**src/rtl/cic_pkg.sv**
```systemverilog
// Shared widths and constants for the CIC decimator output stage.
package cic_pkg;

   localparam int DIN_W_DEF  = 22;
   localparam int DOUT_W_DEF = 16;

   // Largest value representable in a w-bit two's-complement word.
   function automatic int sat_max(input int w);
      return (1 << (w - 1)) - 1;
   endfunction

   // Most negative value representable in a w-bit two's-complement word.
   function automatic int sat_min(input int w);
      return -(1 << (w - 1));
   endfunction

   // Half an output LSB, added before the shift to round half-up.
   function automatic int round_const(input int shift);
      return 1 << (shift - 1);
   endfunction

endpackage

```
**src/rtl/cic_decim_out_fifo.sv**
```systemverilog
// Two-entry synchronous FIFO; dout is the registered head entry.
module sync_fifo2 #(
   parameter int W = 16
) (
   input  logic         clk_sys,
   input  logic         rst_b,
   input  logic         clr,
   input  logic         push,
   input  logic         pop,
   input  logic [W-1:0] din,
   output logic [W-1:0] dout,
   output logic         full,
   output logic         empty
);

   logic [W-1:0] mem0;
   logic [W-1:0] mem1;
   logic [1:0]   cnt;
   logic         pop_ok;
   logic         push_ok;

   assign empty   = (cnt == 2'd0);
   assign full    = (cnt == 2'd2);
   assign pop_ok  = pop & ~empty;
   // A push into a full FIFO only lands when the head leaves in the same cycle.
   assign push_ok = push & (~full | pop_ok);
   assign dout    = mem0;

   // Storage and occupancy update; mem0 is always the head.
   always_ff @(posedge clk_sys or negedge rst_b) begin
      if (!rst_b) begin
         mem0 <= '0;
         mem1 <= '0;
         cnt  <= 2'd0;
      end else if (clr) begin
         mem0 <= '0;
         mem1 <= '0;
         cnt  <= 2'd0;
      end else begin
         case ({push_ok, pop_ok})
            2'b10: begin
               if (empty) mem0 <= din;
               else       mem1 <= din;
               cnt <= cnt + 2'd1;
            end
            2'b01: begin
               mem0 <= mem1;
               cnt  <= cnt - 2'd1;
            end
            2'b11: begin
               if (full) begin
                  mem0 <= mem1;
                  mem1 <= din;
               end else begin
                  mem0 <= din;
               end
            end
            default: ;
         endcase
      end
   end

endmodule

```
**src/rtl/cic_decim_out.sv**
```systemverilog
// CIC output stage: decimate by R, round-half-up shift, saturate, buffer.
module cic_decim_out
   import cic_pkg::*;
#(
   parameter int DIN_W  = DIN_W_DEF,
   parameter int DOUT_W = DOUT_W_DEF,
   parameter int R      = 4,
   parameter int SHIFT  = 6
) (
   input  logic                     clk_i,
   input  logic                     rstn_i,
   input  logic                     clr_i,
   input  logic                     en_i,
   input  logic signed [DIN_W-1:0]  data_i,
   input  logic                     ready_i,
   output logic                     valid_o,
   output logic signed [DOUT_W-1:0] data_o,
   output logic                     sat_o,
   output logic                     ovf_o
);

   localparam int S_W  = DIN_W + 1;
   localparam int PH_W = (R > 1) ? $clog2(R) : 1;

   localparam logic [PH_W-1:0]         PH_LAST = PH_W'(R - 1);
   localparam logic signed [S_W-1:0]   RND     = S_W'(round_const(SHIFT));
   localparam logic signed [S_W-1:0]   MAX_Q   = S_W'(sat_max(DOUT_W));
   localparam logic signed [S_W-1:0]   MIN_Q   = S_W'(sat_min(DOUT_W));
   localparam logic [DOUT_W-1:0]       MAX_D   = DOUT_W'(sat_max(DOUT_W));
   localparam logic [DOUT_W-1:0]       MIN_D   = DOUT_W'(sat_min(DOUT_W));

   logic [PH_W-1:0]         ph_cnt;
   logic                    keep;
   logic signed [S_W-1:0]   s_sum;
   logic signed [S_W-1:0]   q_next;
   logic                    v1;
   logic signed [S_W-1:0]   q1;
   logic                    clip;
   logic [DOUT_W-1:0]       d_sat;
   logic                    v2;
   logic [DOUT_W-1:0]       d2;
   logic                    sat_flag;
   logic                    ovf_flag;
   logic                    fifo_full;
   logic                    fifo_empty;
   logic                    pop;
   logic                    reject;
   logic [DOUT_W-1:0]       fifo_dout;

   // ph_cnt counts enabled samples remaining until the next keep; zero means keep now.
   assign keep   = en_i & (ph_cnt == '0);
   assign s_sum  = {data_i[DIN_W-1], data_i} + RND;
   assign q_next = s_sum >>> SHIFT;

   assign pop    = ~fifo_empty & ready_i;
   assign reject = v2 & fifo_full & ~pop;

   // Phase down-counter; reloads on every kept sample, idle cycles leave it alone.
   always_ff @(posedge clk_i or negedge rstn_i) begin
      if (!rstn_i) begin
         ph_cnt <= '0;
      end else if (clr_i) begin
         ph_cnt <= '0;
      end else if (en_i) begin
         if (ph_cnt == '0) ph_cnt <= PH_LAST;
         else              ph_cnt <= ph_cnt - 1'b1;
      end
   end

   // Stage 1: register the rounded, shifted kept sample.
   always_ff @(posedge clk_i or negedge rstn_i) begin
      if (!rstn_i) begin
         v1 <= 1'b0;
         q1 <= '0;
      end else if (clr_i) begin
         v1 <= 1'b0;
      end else begin
         v1 <= keep;
         if (keep) q1 <= q_next;
      end
   end

   // Clip the shifted value into the output range.
   always_comb begin
      clip  = 1'b0;
      d_sat = q1[DOUT_W-1:0];
      if (q1 > MAX_Q) begin
         clip  = 1'b1;
         d_sat = MAX_D;
      end else if (q1 < MIN_Q) begin
         clip  = 1'b1;
         d_sat = MIN_D;
      end
   end

   // Stage 2: register the saturated value; this register feeds the FIFO push.
   always_ff @(posedge clk_i or negedge rstn_i) begin
      if (!rstn_i) begin
         v2 <= 1'b0;
         d2 <= '0;
      end else if (clr_i) begin
         v2 <= 1'b0;
      end else begin
         v2 <= v1;
         if (v1) d2 <= d_sat;
      end
   end

   // Sticky status flags.
   always_ff @(posedge clk_i or negedge rstn_i) begin
      if (!rstn_i) begin
         sat_flag <= 1'b0;
         ovf_flag <= 1'b0;
      end else if (clr_i) begin
         sat_flag <= 1'b0;
         ovf_flag <= 1'b0;
      end else begin
         if (v1 && clip) sat_flag <= 1'b1;
         if (reject)     ovf_flag <= 1'b1;
      end
   end

   sync_fifo2 #(
      .W (DOUT_W)
   ) u_fifo (
      .clk_sys (clk_i),
      .rst_b   (rstn_i),
      .clr     (clr_i),
      .push    (v2),
      .pop     (pop),
      .din     (d2),
      .dout    (fifo_dout),
      .full    (fifo_full),
      .empty   (fifo_empty)
   );

   assign valid_o = ~fifo_empty;
   assign data_o  = fifo_dout;
   assign sat_o   = sat_flag;
   assign ovf_o   = ovf_flag;

endmodule

```
**config.mk**
```make
export PLATFORM = sky130hd
export DESIGN_NAME = cic_decim_out
export DESIGN_NICKNAME = d
export VERILOG_FILES = /design/src/rtl/cic_pkg.sv /design/src/rtl/cic_decim_out_fifo.sv /design/src/rtl/cic_decim_out.sv
export SDC_FILE = /design/constraint.sdc
export NUM_CORES = 1
export LEC_CHECK = 0
export CAP_MARGIN = 15
export CORE_MARGIN = 3
export CORE_UTILIZATION = 55
export CTS_CLUSTER_DIAMETER = 60
export DETAILED_ROUTE_END_ITERATION = 8
export GPL_ROUTABILITY_DRIVEN = 0
export HOLD_SLACK_MARGIN = 0.05
export PLACE_DENSITY = 0.8
export SETUP_SLACK_MARGIN = 0.4
export SLEW_MARGIN = 5
export SYNTH_ARGS = -nofsm -noshare
export SYNTH_HDL_FRONTEND = slang
export SYNTH_SLANG_ARGS = --single-unit
```
**constraint.sdc**
```tcl
create_clock -name clk_i -period 2.13 [get_ports clk_i]
set_input_delay 0.213 -clock clk_i [delete_from_list [all_inputs] [get_ports clk_i]]
set_output_delay 0.213 -clock clk_i [all_outputs]
set_load 0.005 [all_outputs]
```
==> results.sh, run 1 <==
export IMPL_hpwl_um=4240
export IMPL_die_area_sq_mm=0.00732
export IMPL_worstSetupStartpoint="u_fifo.cnt[1]"
export IMPL_p_switching_mw=1.13
export IMPL_muxShareOfSynthArea_pct=11.0
export IMPL_viasPerCell=5.21
export IMPL_p_clk_share_pct=29.4
export IMPL_synth_simple_area_share_pct=16.1
export IMPL_synth_edff_count=0
export IMPL_htreeDepth=3
export IMPL_yosys_area_top_type_share_pct=52.4
export IMPL_maxSlewViolCount=0
export IMPL_worstSetupPathType="flop to flop"
export IMPL_drt_initial_drc_count=195
export IMPL_sw_frac_of_total_pct=28.3
export IMPL_ir_worst_vdd_mv=0.612
export IMPL_tns_ns=0
export IMPL_synth_top_family_by_area="simple AND/OR/NAND/NOR gates"
export IMPL_crit_path_end_kind="flop"
export IMPL_diodes=0
export IMPL_vias=2424
export IMPL_seqPwrFrac_pct=48.8
export IMPL_clock_fmax_ghz=0.592
export IMPL_ys_seq_area_share_pct=52.4
export IMPL_synth_ff_type="dfrtp_1"
export IMPL_placed_area_sq_mm=0.00397
export IMPL_leakagePower_nw=1.97
export IMPL_die_x_um=85.6
export IMPL_die_y_um=85.6
export IMPL_clock_root_buffer="clkbuf_8"
export IMPL_fin_nets=414
export IMPL_antenna_left=0
export IMPL_final_util_pct=70.4
export IMPL_global_route_overflow_total=0
export IMPL_fin_area_sq_mm=0.00424
export IMPL_grt_first_pass_wirelength_um=10900
export IMPL_synth_seq_cells=73
export IMPL_drc_errors=0
export IMPL_powerDensity_mw_per_mm2=941
export IMPL_synth_cell_types=35
export IMPL_synth_area_sq_mm=0.00348
export IMPL_synth_fp_nets=366
export IMPL_cap_violations=0
export IMPL_wl_um=6030
export IMPL_cts_sinks=73
export IMPL_rsz0062_at_grt="true"
export IMPL_hold_path_class="primary input to async pin"
export IMPL_drt_first_pass_iters=4
export IMPL_synth_area_leaders="dfrtp_1 (52%), nand2_1 (6.1%), o21ai_0 (5.9%), mux2i_1 (5.2%), mux2_1 (5.2%)"
export IMPL_cp_arrival_ns=1.91
export IMPL_worstPathRequired_ns=2.35
export IMPL_place_ws_ns=0.0845
export IMPL_r2r_start="u_fifo.cnt[1]"
export IMPL_drive_above_1_share_pct=13.3
export IMPL_clk_latency_ns=0.34
export IMPL_grt_start_max_net_pins=50
export IMPL_fin_worst_skew_ns=0.00876
export IMPL_synth_top_cell_by_area="dfrtp_1"
export IMPL_cts_tree="yes"
export IMPL_hold_viol_final=0
export IMPL_setup_viol=0
export IMPL_comb_power_share_pct=21.8
export IMPL_synthXorXnorAreaFrac_pct=4.02
export IMPL_start_kind="flop"
export IMPL_intPower_mw=2.86
export IMPL_total_power_mw=3.99
export IMPL_wl_per_cell_um=13.0
export IMPL_core_area_sq_mm=0.00603
export IMPL_track_usage_pct=18.8
export IMPL_cts_buffer_depth=2
export IMPL_ys_warn_count=0
export IMPL_io_pins=46
export IMPL_grt_antenna_before_repair=0
export IMPL_synthAdderAreaFrac_pct=0.718
export IMPL_fin_crit_sh_pct=79.3
export IMPL_status="finished, final reports clean"
export IMPL_synth_avg_cell_area_sq_um=10.3
export IMPL_setup_slack_ns=0.442
export IMPL_period_needed_ns=1.69
export IMPL_synth_compound_area_share_pct=11.9
export IMPL_synthCells=337
export IMPL_grt_pass1_vias=2452
export IMPL_std_cell_rows=28
export IMPL_port_buffers=40
export IMPL_synthArstFlopShare_pct=100
export IMPL_area_growth_pct=21.8
export IMPL_worst_slew_pin_slew_ns=0.561
export IMPL_cts_buffers=9
export IMPL_cts_reportedPaths_clkPinSlew_ns=0.07
export IMPL_cp_max_fo=16
export IMPL_slew_headroom_pct=62.6
export IMPL_start_util_pct=57.8
-- worst max-delay path, stage by stage, from the launching register on --
cell and delay (ns):
dfrtp_2 0.44, nor2b_1 0.16, mux2_2 0.29, a21oi_4 0.17, buf_12 0.17, mux2_1 0.33
-- cell families after synthesis --
group | count (synthesis)
compound gates | 69
xor+xnor | 16
fa+ha+maj | 2
buf+inv | 26
flops | 73
mux | 36
simple gates | 115
-- what timing repair did --
action	in CTS	in global routing
endpoints found under the hold margin	24	0
hold buffers	1	0
setup endpoints to repair	24	15
resized for setup	4	3
setup buffers	4	0
pin swaps	0	1
-- metrics by stage --
stage          hold WS, ns  std cells
2_1_floorplan      -0.0826        337
3_3_place_gp         0.223        444
3_5_place_dp         0.229        444
4_1_cts              0.391        465
5_1_grt              0.432        465
6_report             0.394        465
-- state kept, by name, indices dropped and copies added (netlist names) --
signal,count
u_fifo.dout,16
v2,1
q1,17
u_fifo.cnt,2
v1,1
ovf_o,1
d2,16
ph_cnt,2
sat_o,1
u_fifo.mem1,16
-- Yosys cell counts (all sizes together), types with 6 or more instances --
master	instances
buf	7
clkbuf	11
dfrtp	73
inv	8
mux2	18
mux2i	18
nand2	57
nand3	6
nor2	10
nor2b	18
o21ai	62
xnor2	15
-- layout by cell type, fill, tap and decap left out, types with 5 or more instances in the layout --
cell type	netlist	final
clkdlybuf4s50_1	0	38
nand3_1	5	5
xnor2_1	15	15
mux2_1	16	16
nand2_1	57	57
nand4_1	5	5
o21ai_0	41	41
o21ai_1	11	11
clkbuf_8	0	9
nor2_1	10	10
dfrtp_1	73	71
buf_4	2	12
inv_1	8	8
o21ai_2	10	10
nand2b_1	5	5
nor2b_1	18	18
mux2i_1	18	18
-- final timing paths --
| kind | endpoint | slack, ns | cells after the start |
|---|---|---|---|
| max | u_fifo.mem1[12] | 0.44 | 5 |
| min | q1[1] | 0.39 | 2 |
| max reg2reg | u_fifo.mem1[12] | 0.44 | 5 |
| min reg2reg | u_fifo.dout[5] | 0.48 | 2 |
| max in group asynchronous | u_fifo.dout[0] | 1.09 | 3 |
| min in group clk_i | q1[16] | 0.47 | 3 |
-- power groups by stage --
| stage | Combinational (mW) | Sequential [mW] | Clock (mW) |
|---|---|---|---|
| floorplan | 0.545 | 1.91 | 0 |
| global placement | 0.839 | 1.95 | 0 |
| detailed placement | 0.869 | 1.98 | 0 |
| CTS | 0.881 | 1.95 | 1.21 |
| global route | 1.01 | 2.00 | 1.27 |
| finish | 0.871 | 1.95 | 1.18 |
-- per-layer routing --
layer / vias up / routed length [um] / track usage [%]
li1: 1247 / - / -
met1: 1118 / 2880 / 23.7
met2: 53 / 2790 / 30.9
met3: 6 / 270 / 5.57
met4: 0 / 93 / 7.05
met5: - / 0 / 0
-- area by class of cell --
cell class	count	area [sq um]
well taps	75	93.8
inverters	8	30.0
clock inverters	6	91.3
repair buffers	55	534
clock buffers	10	128
multi-input cells	238	1540
fillers	485	1780
flip-flops and latches	73	1830
No activity file was read; power rests on OpenSTA's default activity.
==> run 2, diff against run 1 <==
Settings changed: CORE_UTILIZATION 55 to 50, PLACE_DENSITY 0.8 to 0.76.
Clock period 2.13 ns to 1.4 ns, I/O delays scaled along.
==> results.sh, run 2 (synthesis gave the netlist of run 1 again) <==
export IMPL_setup_slack_ns=-0.165
export IMPL_instances_no_fill=522
export IMPL_cts_buffer_depth=2
export IMPL_slowest_delay_ns=0.38
export IMPL_cap_violations=0
export IMPL_powerDensity_mw_per_mm2=1380
export IMPL_slew_headroom_pct=72.8
export IMPL_leakagePower_nw=2.44
export IMPL_grt_pass1_vias=2771
export IMPL_drive_above_1_share_pct=45.2
export IMPL_core_area_sq_mm=0.00653
export IMPL_multiInputGateArea_sq_mm=0.00198
export IMPL_grt_antenna_before_repair=0
export IMPL_violations="setup timing"
export IMPL_wl_um=8610
export IMPL_fin_crit_sh_pct=112
export IMPL_diodes=0
export IMPL_fin_nets=469
export IMPL_cts_tree="yes"
export IMPL_crit_family="buffers and inverters"
export IMPL_fillers=391
export IMPL_std_cell_rows=29
export IMPL_clk_latency_ns=0.35
export IMPL_total_power_mw=7.04
export IMPL_global_route_overflow_total=0
export IMPL_period_needed_ns=1.56
export IMPL_worstPathRequired_ns=1.26
export IMPL_setup_viol=33
export IMPL_track_usage_pct=21.7
export IMPL_cts_reportedPaths_clkPinSlew_ns=0.08
export IMPL_hold_viol_final=0
export IMPL_worstSetupPathType="flop to output pin"
export IMPL_path_cells="buf_4 -> or2_4 -> dlygate4sd2_1"
export IMPL_ir_worst_vdd_mv=0.631
export IMPL_worst_path_buf_inv=2
export IMPL_clock_fmax_ghz=0.639
export IMPL_vias=2874
export IMPL_htreeDepth=3
export IMPL_wl_per_cell_um=16.5
export IMPL_seq_area_sq_mm=0.00183
export IMPL_start_util_pct=53.3
export IMPL_status="finished with violations"
export IMPL_rsz0062_at_grt="true"
export IMPL_final_common_cell="dfrtp_1"
export IMPL_final_cell_mix="dfrtp_1 (70), buf_4 (50), nand2_1 (42)"
export IMPL_largest_reg_flops=17
export IMPL_dp_cells=475
export IMPL_die_y_um=89.5
export IMPL_maxSlewViolCount=0
export IMPL_drc_errors=0
export IMPL_area_growth_pct=46.7
export IMPL_io_pins=46
export IMPL_drt_initial_drc_count=115
export IMPL_cp_slowest_cell="dfrtp_1"
export IMPL_cts_buffers=9
export IMPL_hpwl_um=4520
export IMPL_die_area_sq_mm=0.00800
export IMPL_hold_path_class="primary input to flop"
export IMPL_clock_root_buffer="clkbuf_8"
export IMPL_largest_register="q1"
export IMPL_cp_max_fo=6
export IMPL_grt_first_pass_wirelength_um=13100
export IMPL_port_buffers=40
export IMPL_viasPerCell=5.51
export IMPL_cts_sinks=73
export IMPL_antenna_left=0
export IMPL_grt_start_max_net_pins=41
export IMPL_worst_slew_pin_slew_ns=0.408
export IMPL_drt_first_pass_iters=4
export IMPL_crit_path_end_kind="output pin"
export IMPL_cp_arrival_ns=1.42
export IMPL_fin_worst_skew_ns=0.00831
export IMPL_die_x_um=89.5
export IMPL_start_kind="flop"
## run 2: what timing repair did
item | 4_1_cts | 5_1_grt
gates cloned | 6 | 2
gates resized for setup | 156 | 48
hold buffers | 1 | 0
buffers inserted | 15 | 7
pin swaps | 31 | 21
endpoints found under the setup margin | 86 | 88
endpoints found under the hold margin | 16 | 0
## run 2: report_power, final
group / total (mW) / switching, mW / internal, mW
registers: 3.09 / 0.461 / 2.63
clock network: 2.00 / 0.777 / 1.22
logic: 1.95 / 0.891 / 1.06
total: 7.04 / 2.13 / 4.91
## run 2: worst paths after layout
| check | start | endpoint | slack [ns] | cells past startpoint |
|---|---|---|---|---|
| setup / recovery | u_fifo.cnt[1] | valid_o | -0.16 | 3 |
| min in group asynchronous | rstn_i | u_fifo.dout[12] | 0.25 | 2 |
| hold reg to reg | u_fifo.dout[7] | u_fifo.dout[7] | 0.48 | 2 |
| setup reg to reg | u_fifo.cnt[1] | u_fifo.mem1[6] | -0.16 | 5 |
| max in group asynchronous | rstn_i | v2 | 0.56 | 3 |
| hold / removal | data_i[6] | q1[2] | 0.19 | 4 |
## run 2: per-stage QoR
stage          setup WS, ns  util, %  setup TNS [ns]  cell area [sq um]  hold WS [ns]
6_report             -0.165     78.2           -4.27               5110         0.190
5_1_grt              -0.213     78.2           -6.14               5110         0.192
4_1_cts              -0.161     74.3           -4.24               4850         0.240
3_5_place_dp         -0.420     65.0          -11.28               4250        0.0931
3_3_place_gp         -0.343     65.0          -10.18               4250        0.0977
2_1_floorplan        -0.260        -           -6.18               3560        -0.156
## run 2: per-layer routing
metal | share of wire (%) | up-vias | global-route usage, %
li1 | - | 1361 | -
met1 | 40 | 1422 | 24.2
met2 | 55 | 74 | 40.1
met3 | 3.3 | 17 | 2.86
met4 | 2.3 | 0 | 11.0
met5 | 0 | - | 0
## run 2: cell type report
type | count | share of cell area, %
Clock buffer | 10 | 2.69
Clock inverter | 6 | 2.06
Inverter | 8 | 0.637
Multi-Input combinational cell | 242 | 38.7
Sequential cell | 73 | 35.8
Tap cell | 77 | 1.89
Timing Repair Buffer | 106 | 18.2
## run 2: worst register-to-register path, cell delays in order, from the launching register on
cell     delay [ns]
dfrtp_1        0.38
nor2b_4        0.13
mux2_4         0.27
a21oi_4        0.14
buf_12         0.17
mux2_1         0.35
